**config.mk**
```make
export PLATFORM = sky130hd
export DESIGN_NAME = prominence_frame_sched
export DESIGN_NICKNAME = d
export VERILOG_FILES = /design/src/rtl/prominence_pkg.sv /design/src/rtl/prom_sched_watchdog.sv /design/src/rtl/prominence_frame_sched.sv
export SDC_FILE = /design/constraint.sdc
export NUM_CORES = 1
export LEC_CHECK = 0
export CAP_MARGIN = 20
export CORE_ASPECT_RATIO = 1.4
export CORE_UTILIZATION = 35
export DETAILED_ROUTE_END_ITERATION = 10
export PLACE_DENSITY = 0.61
export SYNTH_ARGS = -nofsm -noshare
export SYNTH_HDL_FRONTEND = slang
export SYNTH_SLANG_ARGS = --single-unit
```
**constraint.sdc**
```tcl
create_clock -name clk -period 4.7 [get_ports clk]
set_input_delay 0.47 -clock clk [delete_from_list [all_inputs] [get_ports clk]]
set_output_delay 0.47 -clock clk [all_outputs]
set_load 0.02 [all_outputs]
```
**src/rtl/prominence_pkg.sv**
```systemverilog
// prominence_pkg: state encoding, frame length default and counter helpers shared by the frame scheduler.
package prominence_pkg;

    localparam logic [2:0] ST_IDLE     = 3'd0;
    localparam logic [2:0] ST_SYNC     = 3'd1;
    localparam logic [2:0] ST_ARM      = 3'd2;
    localparam logic [2:0] ST_PASS     = 3'd3;
    localparam logic [2:0] ST_FLUSH    = 3'd4;
    localparam logic [2:0] ST_WAITDONE = 3'd5;
    localparam logic [2:0] ST_SKIP     = 3'd6;

    localparam int FRAME_LEN_DEF = 1024;
    localparam int CNT_W         = 16;

    // Saturating increment used by the status counters.
    function automatic logic [CNT_W-1:0] sat_inc(input logic [CNT_W-1:0] v);
        return (v == '1) ? v : v + 1'b1;
    endfunction

endpackage

```
**src/rtl/prom_sched_watchdog.sv**
```systemverilog
// prom_sched_watchdog: loadable down-counter that pulses expire on its last enabled count.
module prom_sched_watchdog #(
    parameter int W = 16
) (
    input  logic         clk,
    input  logic         reset_n,
    input  logic         ce,
    input  logic         clr,
    input  logic         load,
    input  logic         en,
    input  logic [W-1:0] load_val,
    output logic         expire
);

    logic [W-1:0] cnt;

    assign expire = en && (cnt == W'(1));

    // Clear wins over load; a zero load value parks the counter so it never expires.
    always_ff @(posedge clk or negedge reset_n)
        if (!reset_n)
            cnt <= '0;
        else if (ce)
            cnt <= clr ? '0 : load ? load_val : (en && cnt != '0) ? cnt - 1'b1 : cnt;

endmodule

```
**src/rtl/prominence_frame_sched.sv**
```systemverilog
// prominence_frame_sched: gates the spectrum stream to whole aligned frames, starts the engine, waits for done, decimates.
// Optional completion watchdog in WAITDONE is built only when PROM_SCHED_TIMEOUT_EN is defined.
module prominence_frame_sched
    import prominence_pkg::*;
#(
    parameter int DW        = 16,
    parameter int FRAME_LEN = FRAME_LEN_DEF,
    parameter int TO_W      = 16
) (
    input  logic             clk,
    input  logic             reset_n,
    input  logic             ce,
    input  logic [DW-1:0]    s_tdata,
    input  logic             s_tuser,
    input  logic             s_tlast,
    input  logic             s_tvalid,
    output logic             s_tready,
    output logic [DW-1:0]    m_tdata,
    output logic             m_tuser,
    output logic             m_tlast,
    output logic             m_tvalid,
    input  logic             m_tready,
    input  logic             cmd_start,
    input  logic             cmd_abort,
    input  logic             cfg_cont,
    input  logic [3:0]       cfg_decim,
    input  logic [TO_W-1:0]  cfg_timeout,
    input  logic             irq_en,
    input  logic             irq_clr,
    output logic             eng_start,
    input  logic             eng_done,
    output logic             busy,
    output logic [CNT_W-1:0] frame_cnt,
    output logic [CNT_W-1:0] drop_cnt,
    output logic             err_short,
    output logic             err_long,
    output logic             err_timeout,
    output logic             irq
);

    localparam logic [9:0] LAST_IDX = 10'(FRAME_LEN - 1);

    logic [2:0] state;
    logic [2:0] state_nx;
    logic [9:0] beat_cnt;
    logic       cont_q;
    logic [3:0] decim_q;
    logic [3:0] skip_cnt;
    logic       abort_pend;
    logic       irq_pend;
    logic       in_pass;
    logic       at_end;
    logic       acc;
    logic       acc_last;
    logic       start_ok;
    logic       abort;
    logic       done_ok;
    logic       frame_end;
    logic       tmo;

    assign in_pass   = state == ST_PASS;
    assign at_end    = beat_cnt == LAST_IDX;
    assign acc       = s_tvalid && s_tready;
    assign acc_last  = acc && s_tlast;
    assign start_ok  = ce && cmd_start && !cmd_abort && state == ST_IDLE;
    assign abort     = ce && cmd_abort;
    assign done_ok   = ce && eng_done && state == ST_WAITDONE;
    assign frame_end = in_pass && acc && (s_tlast || at_end);

    // Upstream ready: hold the frame-start beat in SYNC, follow the engine in PASS, drain while discarding.
    assign s_tready = !ce ? 1'b0 :
                      (state == ST_SYNC) ? !(s_tvalid && s_tuser) :
                      in_pass ? m_tready :
                      (state == ST_FLUSH || state == ST_WAITDONE || state == ST_SKIP);

    // Passthrough to the engine; the last bin of a frame is always marked even if upstream runs long.
    assign m_tdata  = s_tdata;
    assign m_tuser  = in_pass && s_tuser;
    assign m_tlast  = in_pass && (s_tlast || at_end);
    assign m_tvalid = ce && in_pass && s_tvalid;

    assign eng_start = ce && state == ST_ARM;
    assign busy      = state != ST_IDLE;
    assign irq       = irq_pend && irq_en;

    // Next-state selection; abort wins everywhere except PASS, where the frame finishes downstream first.
    always_comb begin
        state_nx = state;
        case (state)
            ST_IDLE:     state_nx = start_ok ? ST_SYNC : ST_IDLE;
            ST_SYNC:     state_nx = abort ? ST_IDLE : (ce && s_tvalid && s_tuser) ? ST_ARM : ST_SYNC;
            ST_ARM:      state_nx = abort ? ST_IDLE : ce ? ST_PASS : ST_ARM;
            ST_PASS:     state_nx = !frame_end ? ST_PASS :
                                    (abort_pend || abort) ? ST_IDLE :
                                    s_tlast ? ST_WAITDONE : ST_FLUSH;
            ST_FLUSH:    state_nx = abort ? ST_IDLE : acc_last ? ST_WAITDONE : ST_FLUSH;
            ST_WAITDONE: state_nx = abort ? ST_IDLE :
                                    done_ok ? (!cont_q ? ST_IDLE : (decim_q == 4'd0) ? ST_SYNC : ST_SKIP) :
                                    tmo ? ST_IDLE : ST_WAITDONE;
            ST_SKIP:     state_nx = abort ? ST_IDLE : (acc_last && skip_cnt == 4'd1) ? ST_SYNC : ST_SKIP;
            default:     state_nx = ST_IDLE;
        endcase
    end

    // Sequential state, configuration latch, counters, sticky errors and interrupt pending.
    always_ff @(posedge clk or negedge reset_n)
        if (!reset_n) begin
            state      <= ST_IDLE;
            beat_cnt   <= '0;
            cont_q     <= 1'b0;
            decim_q    <= '0;
            skip_cnt   <= '0;
            abort_pend <= 1'b0;
            frame_cnt  <= '0;
            drop_cnt   <= '0;
            err_short  <= 1'b0;
            err_long   <= 1'b0;
            irq_pend   <= 1'b0;
        end else if (ce) begin
            state      <= state_nx;
            cont_q     <= start_ok ? cfg_cont : cont_q;
            decim_q    <= start_ok ? cfg_decim : decim_q;
            beat_cnt   <= !in_pass ? '0 : acc ? beat_cnt + 10'd1 : beat_cnt;
            abort_pend <= in_pass && (abort_pend || abort);
            skip_cnt   <= done_ok ? decim_q : (state == ST_SKIP && acc_last) ? skip_cnt - 4'd1 : skip_cnt;
            frame_cnt  <= start_ok ? '0 : done_ok ? sat_inc(frame_cnt) : frame_cnt;
            drop_cnt   <= (acc_last && (state == ST_WAITDONE || state == ST_SKIP)) ? sat_inc(drop_cnt) : drop_cnt;
            err_short  <= !start_ok && (err_short || (in_pass && acc && s_tlast && !at_end));
            err_long   <= !start_ok && (err_long || (in_pass && acc && at_end && !s_tlast));
            irq_pend   <= done_ok || tmo || (irq_pend && !irq_clr);
        end

`ifdef PROM_SCHED_TIMEOUT_EN
    logic [TO_W-1:0] timeout_q;

    prom_sched_watchdog #(.W(TO_W)) u_wd (
        .clk      (clk),
        .reset_n  (reset_n),
        .ce       (ce),
        .clr      (state == ST_IDLE),
        .load     (state != ST_WAITDONE),
        .en       (ce && state == ST_WAITDONE),
        .load_val (timeout_q),
        .expire   (tmo)
    );

    // Timeout value is latched with the run; the flag is sticky until the next start.
    always_ff @(posedge clk or negedge reset_n)
        if (!reset_n) begin
            timeout_q   <= '0;
            err_timeout <= 1'b0;
        end else if (ce) begin
            timeout_q   <= start_ok ? cfg_timeout : timeout_q;
            err_timeout <= !start_ok && (err_timeout || (tmo && !done_ok));
        end
`else
    logic unused_cfg;

    assign unused_cfg  = &{1'b0, cfg_timeout};
    assign tmo         = 1'b0;
    assign err_timeout = 1'b0;
`endif

endmodule
```
==> impl_metrics.env, run 1 <==
export IMPL_cp_startpoint="state[1]$_DFFE_PN0P_"
export IMPL_path_max_fanout=23
export IMPL_crit_family="compound AO/OA/AOI/OAI gates"
export IMPL_dp_cells=477
export IMPL_r2r_start="state[2]$_DFFE_PN0P_"
export IMPL_p_int_uw=1050
export IMPL_layout_drive_gt1_share_pct=8.03
export IMPL_tightest_slew_ps=994
export IMPL_synth_edff_count=0
export IMPL_root_buffer="clkbuf_16"
export IMPL_leakage_uw=0.00171
export IMPL_hpwl_um=5090
export IMPL_fmax_ghz=0.320
export IMPL_seqPwrFrac_pct=40.5
export IMPL_cpMaxStageDelayCell="dfrtp_1"
export IMPL_yosys_warnings=0
export IMPL_clkTransAtPathRegs_ps=50
export IMPL_power_uw=1410
export IMPL_post_cts_setup_buffer_count=0
export IMPL_ir_drop_uv=245
export IMPL_htreeDepth=3
export IMPL_grt_pass1_wl_um=12800
export IMPL_syn_area_um2=3330
export IMPL_die_area_um2=9910
export IMPL_clockBufferDepth=2
export IMPL_min_path_type="input pin to asynchronous set/reset pin"
export IMPL_grt_max_degree=59
export IMPL_synth_distinct_cells=54
export IMPL_gr_total_overflow=0
export IMPL_wl_per_cell_um=14.8
export IMPL_swShare_pct=26.0
export IMPL_yosysSeqAreaShare_pct=43.6
export IMPL_clock_latency_ps=330
export IMPL_path_class="flop to primary output"
export IMPL_cts_tree="built"
export IMPL_die_h_um=117
export IMPL_ys_ff_latch=58
export IMPL_io_pins=107
export IMPL_io_buffers=57
export IMPL_synth_area_leaders="dfrtp_1, xor2_1, xnor2_1"
export IMPL_track_usage_pct=16.1
export IMPL_cts_sinks=58
export IMPL_period_needed_ps=3120
export IMPL_cp_num_buf_inv=1
export IMPL_synth_net_count=397
export IMPL_p_sw_uw=368
export IMPL_synthFlopType="dfrtp_1"
export IMPL_area_growth_pct=24.5
export IMPL_final_nets=435
export IMPL_violations="DRC"
export IMPL_status="complete, but fails checks"
export IMPL_slew_headroom_pct=33.5
export IMPL_synthArstFlopShare_pct=100
export IMPL_critPathArrivalTime_ps=2650
export IMPL_drc_errors=6
export IMPL_fin_tns_setup_ps=0
export IMPL_finClkSkew_ps=6.54
export IMPL_yosysTopAreaCell="dfrtp_1"
export IMPL_fp_dieW_um=84.4
export IMPL_hold_violations=0
export IMPL_worst_ep_required_time_ps=4230
export IMPL_rsz0062_at_grt="false"
export IMPL_final_area_um2=4150
export IMPL_wl_um=7280
export IMPL_pwr_share_comb_pct=12.2
export IMPL_r2r_cells=4
export IMPL_rows=41
export IMPL_vias=2648
export IMPL_hold_slack_ps=277
export IMPL_slowest_delay_ps=770
export IMPL_startpoint_type="flop"
export IMPL_synthCells=343
export IMPL_diodes=0
export IMPL_cts_hold_buf=0
export IMPL_ant_nets=0
export IMPL_p_clk_share_pct=47.3
export IMPL_path_cells="a21boi_0 > a211oi_2 > nor2_1 > clkdlybuf4s50_1"
export IMPL_worst_r2r_endpoint="state[0]$_DFFE_PN0P_"
export IMPL_drv_slew=0
export IMPL_power_density_nw_per_um2=341
export IMPL_end_kind="primary output"
export IMPL_fin_crit_sh_pct=66.4
export IMPL_initial_core_util_pct=36.5
export IMPL_cp_depth=4
export IMPL_viasPerCell=5.37
export IMPL_cts_buffers=9
export IMPL_core_um2=9130
export IMPL_setup_violations=0
export IMPL_dpl_cell_area_um2=3840
export IMPL_rrSetupSlack_ps=2200
export IMPL_place_congestion=0.838
export IMPL_synth_top_area_share_pct=43.6
export IMPL_drt_iter0_markers=122
export IMPL_synth_avg_cell_area_um2=9.71
export IMPL_cts_resized=0
export IMPL_grt_antenna_before_repair=0
export IMPL_drtPass1Iterations=10
export IMPL_grt_pass1_vias=2672
export IMPL_finalNonFillerCells=493
export IMPL_max_cap_violations=0
## stage by stage
stage | setup WS, ps | utilization (%)
floorplan | 2730 | -
global placement | 1740 | 42.0
detailed placement | 1740 | 42.0
CTS | 1580 | 45.4
global route | 1380 | 45.4
finish | 1580 | 45.4
## power by group through the flow
stage | sequential (µW) | clock [µW] | combinational (µW)
2_1_floorplan | 557 | 0 | 152
3_3_place_gp | 581 | 0 | 172
3_5_place_dp | 582 | 0 | 174
4_1_cts | 573 | 686 | 174
5_1_grt | 581 | 710 | 191
6_report | 573 | 669 | 172
## routing by layer
metal  wire (µm)  vias up  GRT usage (%)
met3         359       15           3.80
met4         197        0           6.78
met1        3020     1283           18.8
li1            -     1275              -
met2        3700       75           28.1
met5           0        -              0
## how the worst max path moves through the flow
stage | to | slack (ps)
floorplan | decim_q[0]$_DFFE_PN0P_ | 2730
CTS | s_tready | 1580
global route | s_tready | 1380
global placement | state[0]$_DFFE_PN0P_ | 1740
finish | s_tready | 1580
detailed placement | state[0]$_DFFE_PN0P_ | 1740
## cell type report
type                       instances  area [µm²]
fill                             903        4990
multi-input combinational        245        1650
sequential                        58        1450
timing repair buffer              58         573
clock buffer                      12         256
tap                              107         134
clock inverter                     4        50.0
inverter                           9        33.8
## logic make-up (layout without fill, tap and decap cells)
| family | count (synthesis) | count (layout) | synth area share [%] |
|---|---|---|---|
| AOI/OAI and AO/OA | 42 | 42 | 10.1 |
| xor gates and xnor gates | 39 | 39 | 10.3 |
| adders and majority gates | 5 | 5 | 1.88 |
| buffers and inverters | 40 | 83 | 6.95 |
| DFF | 58 | 58 | 43.6 |
| muxes | 8 | 8 | 2.71 |
| other | 1 | 1 | 0.113 |
| and+or+nand+nor | 150 | 150 | 24.4 |
## Yosys cell counts, types with 2 or more instances
cell and count:
dfrtp_1 58, nor2_1 41, nand2_1 27, buf_4 20, xor2_1 20, xnor2_1 19, nand3_1 16, nand4_1 12
inv_1 9, and3_1 8, o21ai_0 8, mux2_2 7, nor4_1 7, o211ai_1 7, a21oi_1 6, clkbuf_1 6
nor3_1 6, and2_1 5, and4_1 5, buf_2 5, ha_1 5, nor2b_1 4, nand3b_1 3, o2111ai_1 3
a2111oi_4 2, a311oi_1 2, a31oi_1 2, nand2b_1 2, nand4b_1 2, or2_1 2
## registers in the layout, indices dropped and copies added (netlist names), 3 cells and up
| signal | flops |
|---|---|
| drop_cnt | 16 |
| decim_q | 4 |
| frame_cnt | 16 |
| skip_cnt | 4 |
| beat_cnt | 10 |
| state | 3 |
## placed cells by master (no fill, tap or decap), types with 2 or more instances in the layout
cell type,instances
nand4_1,12
and3_1,8
nand4b_1,2
o211ai_1,7
nor2b_1,4
xor2_1,20
ha_1,5
mux2_2,7
clkinvlp_4,2
dfrtp_1,58
and4_1,5
a2111oi_4,2
clkbuf_8,2
nand2b_1,2
clkbuf_16,9
nor2_1,41
a21oi_1,6
clkdlybuf4s50_1,56
inv_1,9
xnor2_1,19
and2_1,5
o21ai_0,8
a31oi_1,2
nor4_1,7
nand3_1,16
nand2_1,27
o2111ai_1,3
a311oi_1,2
nand3b_1,3
or2_1,2
nor3_1,6
Power figures use the tool's default switching activity.
==> run 2: changes to the inputs <==
clock period = 3.1 ns   (was 4.7 ns; I/O delays follow)
==> run 2 against run 1 <==
- the run still ends with DRC left
- clock skew up 2.1 ps
- cell area up 1.6%
- flip-flop and latch count unchanged
- global-route usage up 0.49 points
- combinational power up 65%
- first-iteration DRC count up 4.9%
- wire length up 1.8%
- critical endpoint unchanged
==> impl_metrics.env, run 2 (synthesis results as in run 1) <==
export IMPL_period_needed_ps=2750
export IMPL_drv_slew=0
export IMPL_drtPass1Iterations=7
export IMPL_cts_buffers=9
export IMPL_track_usage_pct=16.6
export IMPL_power_uw=2230
export IMPL_fin_crit_sh_pct=88.9
export IMPL_grt_antenna_before_repair=0
export IMPL_fillers=908
export IMPL_die_area_um2=9910
export IMPL_final_cell_mix="dfrtp_1, clkdlybuf4s50_1, nor2_1"
export IMPL_drt_iter0_markers=128
export IMPL_wl_um=7410
export IMPL_cts_tree="built"
export IMPL_htreeDepth=3
export IMPL_critPathArrivalTime_ps=2440
export IMPL_layout_commonest_cell="dfrtp_1"
export IMPL_worst_ep_required_time_ps=2790
export IMPL_fp_dieW_um=84.4
export IMPL_startpoint_type="flop"
export IMPL_final_util_pct=46.1
export IMPL_min_path_type="flop to flop"
export IMPL_grt_pass1_vias=2674
export IMPL_dp_cells=482
export IMPL_multi_input_area_um2=1650
export IMPL_setup_violations=0
export IMPL_path_cells="a21boi_0 > a211oi_2 > nor2_1 > clkdlybuf4s50_1"
export IMPL_reg_top3="drop_cnt (16), frame_cnt (16), beat_cnt (10)"
export IMPL_slew_headroom_pct=48.6
export IMPL_wl_per_cell_um=14.9
export IMPL_ir_drop_uv=404
export IMPL_fin_tns_setup_ps=0
export IMPL_cp_num_buf_inv=1
export IMPL_max_cap_violations=0
export IMPL_finClkSkew_ps=8.62
export IMPL_status="complete, but fails checks"
export IMPL_tightest_slew_ps=771
export IMPL_finalNonFillerCells=497
export IMPL_vias=2633
export IMPL_diodes=0
export IMPL_fmax_ghz=0.363
export IMPL_violations="DRC"
export IMPL_io_buffers=57
export IMPL_core_um2=9130
export IMPL_root_buffer="clkbuf_16"
export IMPL_power_density_nw_per_um2=529
export IMPL_crit_family="compound AO/OA/AOI/OAI gates"
export IMPL_hold_violations=0
export IMPL_path_class="flop to primary output"
export IMPL_area_growth_pct=26.5
export IMPL_clkTransAtPathRegs_ps=50
export IMPL_place_congestion=0.818
export IMPL_viasPerCell=5.30
export IMPL_die_h_um=117
export IMPL_grt_pass1_wl_um=13100
export IMPL_cpMaxStageDelayCell="a211oi_2"
export IMPL_slowest_delay_ps=620
export IMPL_clock_latency_ps=330
export IMPL_rsz0062_at_grt="false"
export IMPL_layout_drive_gt1_share_pct=8.97
export IMPL_gr_total_overflow=0
export IMPL_rows=41
export IMPL_register_area_um2=1450
export IMPL_hpwl_um=5280
export IMPL_final_nets=441
export IMPL_path_max_fanout=14
export IMPL_ant_nets=0
export IMPL_initial_core_util_pct=36.5
export IMPL_drc_errors=6
export IMPL_clockBufferDepth=2
export IMPL_end_kind="primary output"
export IMPL_cts_sinks=58
export IMPL_leakage_uw=0.00175
export IMPL_io_pins=107
export IMPL_grt_max_degree=35
[run 2: where the power goes]
group	switching, µW	internal, µW	total (µW)	leakage [µW]
Clock	328	758	1090	0.000161
Combinational	156	126	283	0.000800
Sequential	54.1	804	858	0.000793
Total	539	1690	2230	0.00175
[run 2: worst paths after layout]
| kind | from | endpoint | slack, ps | cells past startpoint |
|---|---|---|---|---|
| setup reg to reg | frame_cnt[0]$_DFFE_PN0P_ | frame_cnt[0]$_DFFE_PN0P_ | 960 | 6 |
| hold / removal | irq_pend$_DFFE_PN0P_ | irq_pend$_DFFE_PN0P_ | 480 | 2 |
| setup / recovery | state[0]$_DFFE_PN0P_ | s_tready | 350 | 4 |
| min in group asynchronous | reset_n | frame_cnt[7]$_DFFE_PN0P_ | 500 | 2 |
| hold reg to reg | irq_pend$_DFFE_PN0P_ | irq_pend$_DFFE_PN0P_ | 480 | 2 |
| max in group asynchronous | reset_n | irq_pend$_DFFE_PN0P_ | 1750 | 3 |
[run 2: through the flow]
step / cell area (µm²) / setup slack (ps) / hold slack, ps
2_1_floorplan: 3330 / 1180 / 14.4
3_5_place_dp: 3880 / 561 / 339
4_1_cts: 4210 / 330 / 478
6_report: 4210 / 345 / 475
5_1_grt: 4210 / 143 / 502
3_3_place_gp: 3880 / 546 / 334
[run 2: cell type report]
cell class | count | share of cell area, %
multi-input cells | 245 | 39.1
flip-flops and latches | 58 | 34.5
repair buffers | 64 | 14.7
clock buffers | 12 | 6.33
well taps | 107 | 3.18
clock inverters | 2 | 1.43
inverters | 9 | 0.802
[run 2: layer usage]
layer	wire length [µm]	vias up	global-route usage (%)	share of wire (%)
li1	-	1281	-	-
met1	3110	1288	19.8	42
met2	3820	53	28.1	52
met3	348	11	4.36	4.7
met4	138	0	7.10	1.9
met5	0	-	0	0
[run 2: worst reg2reg max path, cell delays in order, from the launching register on]
cell and delay, ps:
dfrtp_1 420, ha_1 250, and4_1 270, nand4_1 420
o21ai_0 500, nand3b_1 120, o21ai_0 80
[run 2: timing repair]
action | 4_1_cts | 5_1_grt
hold endpoints to repair | 24 | 0
gates resized for setup | 0 | 0
hold buffers | 1 | 0
setup buffers | 0 | 0
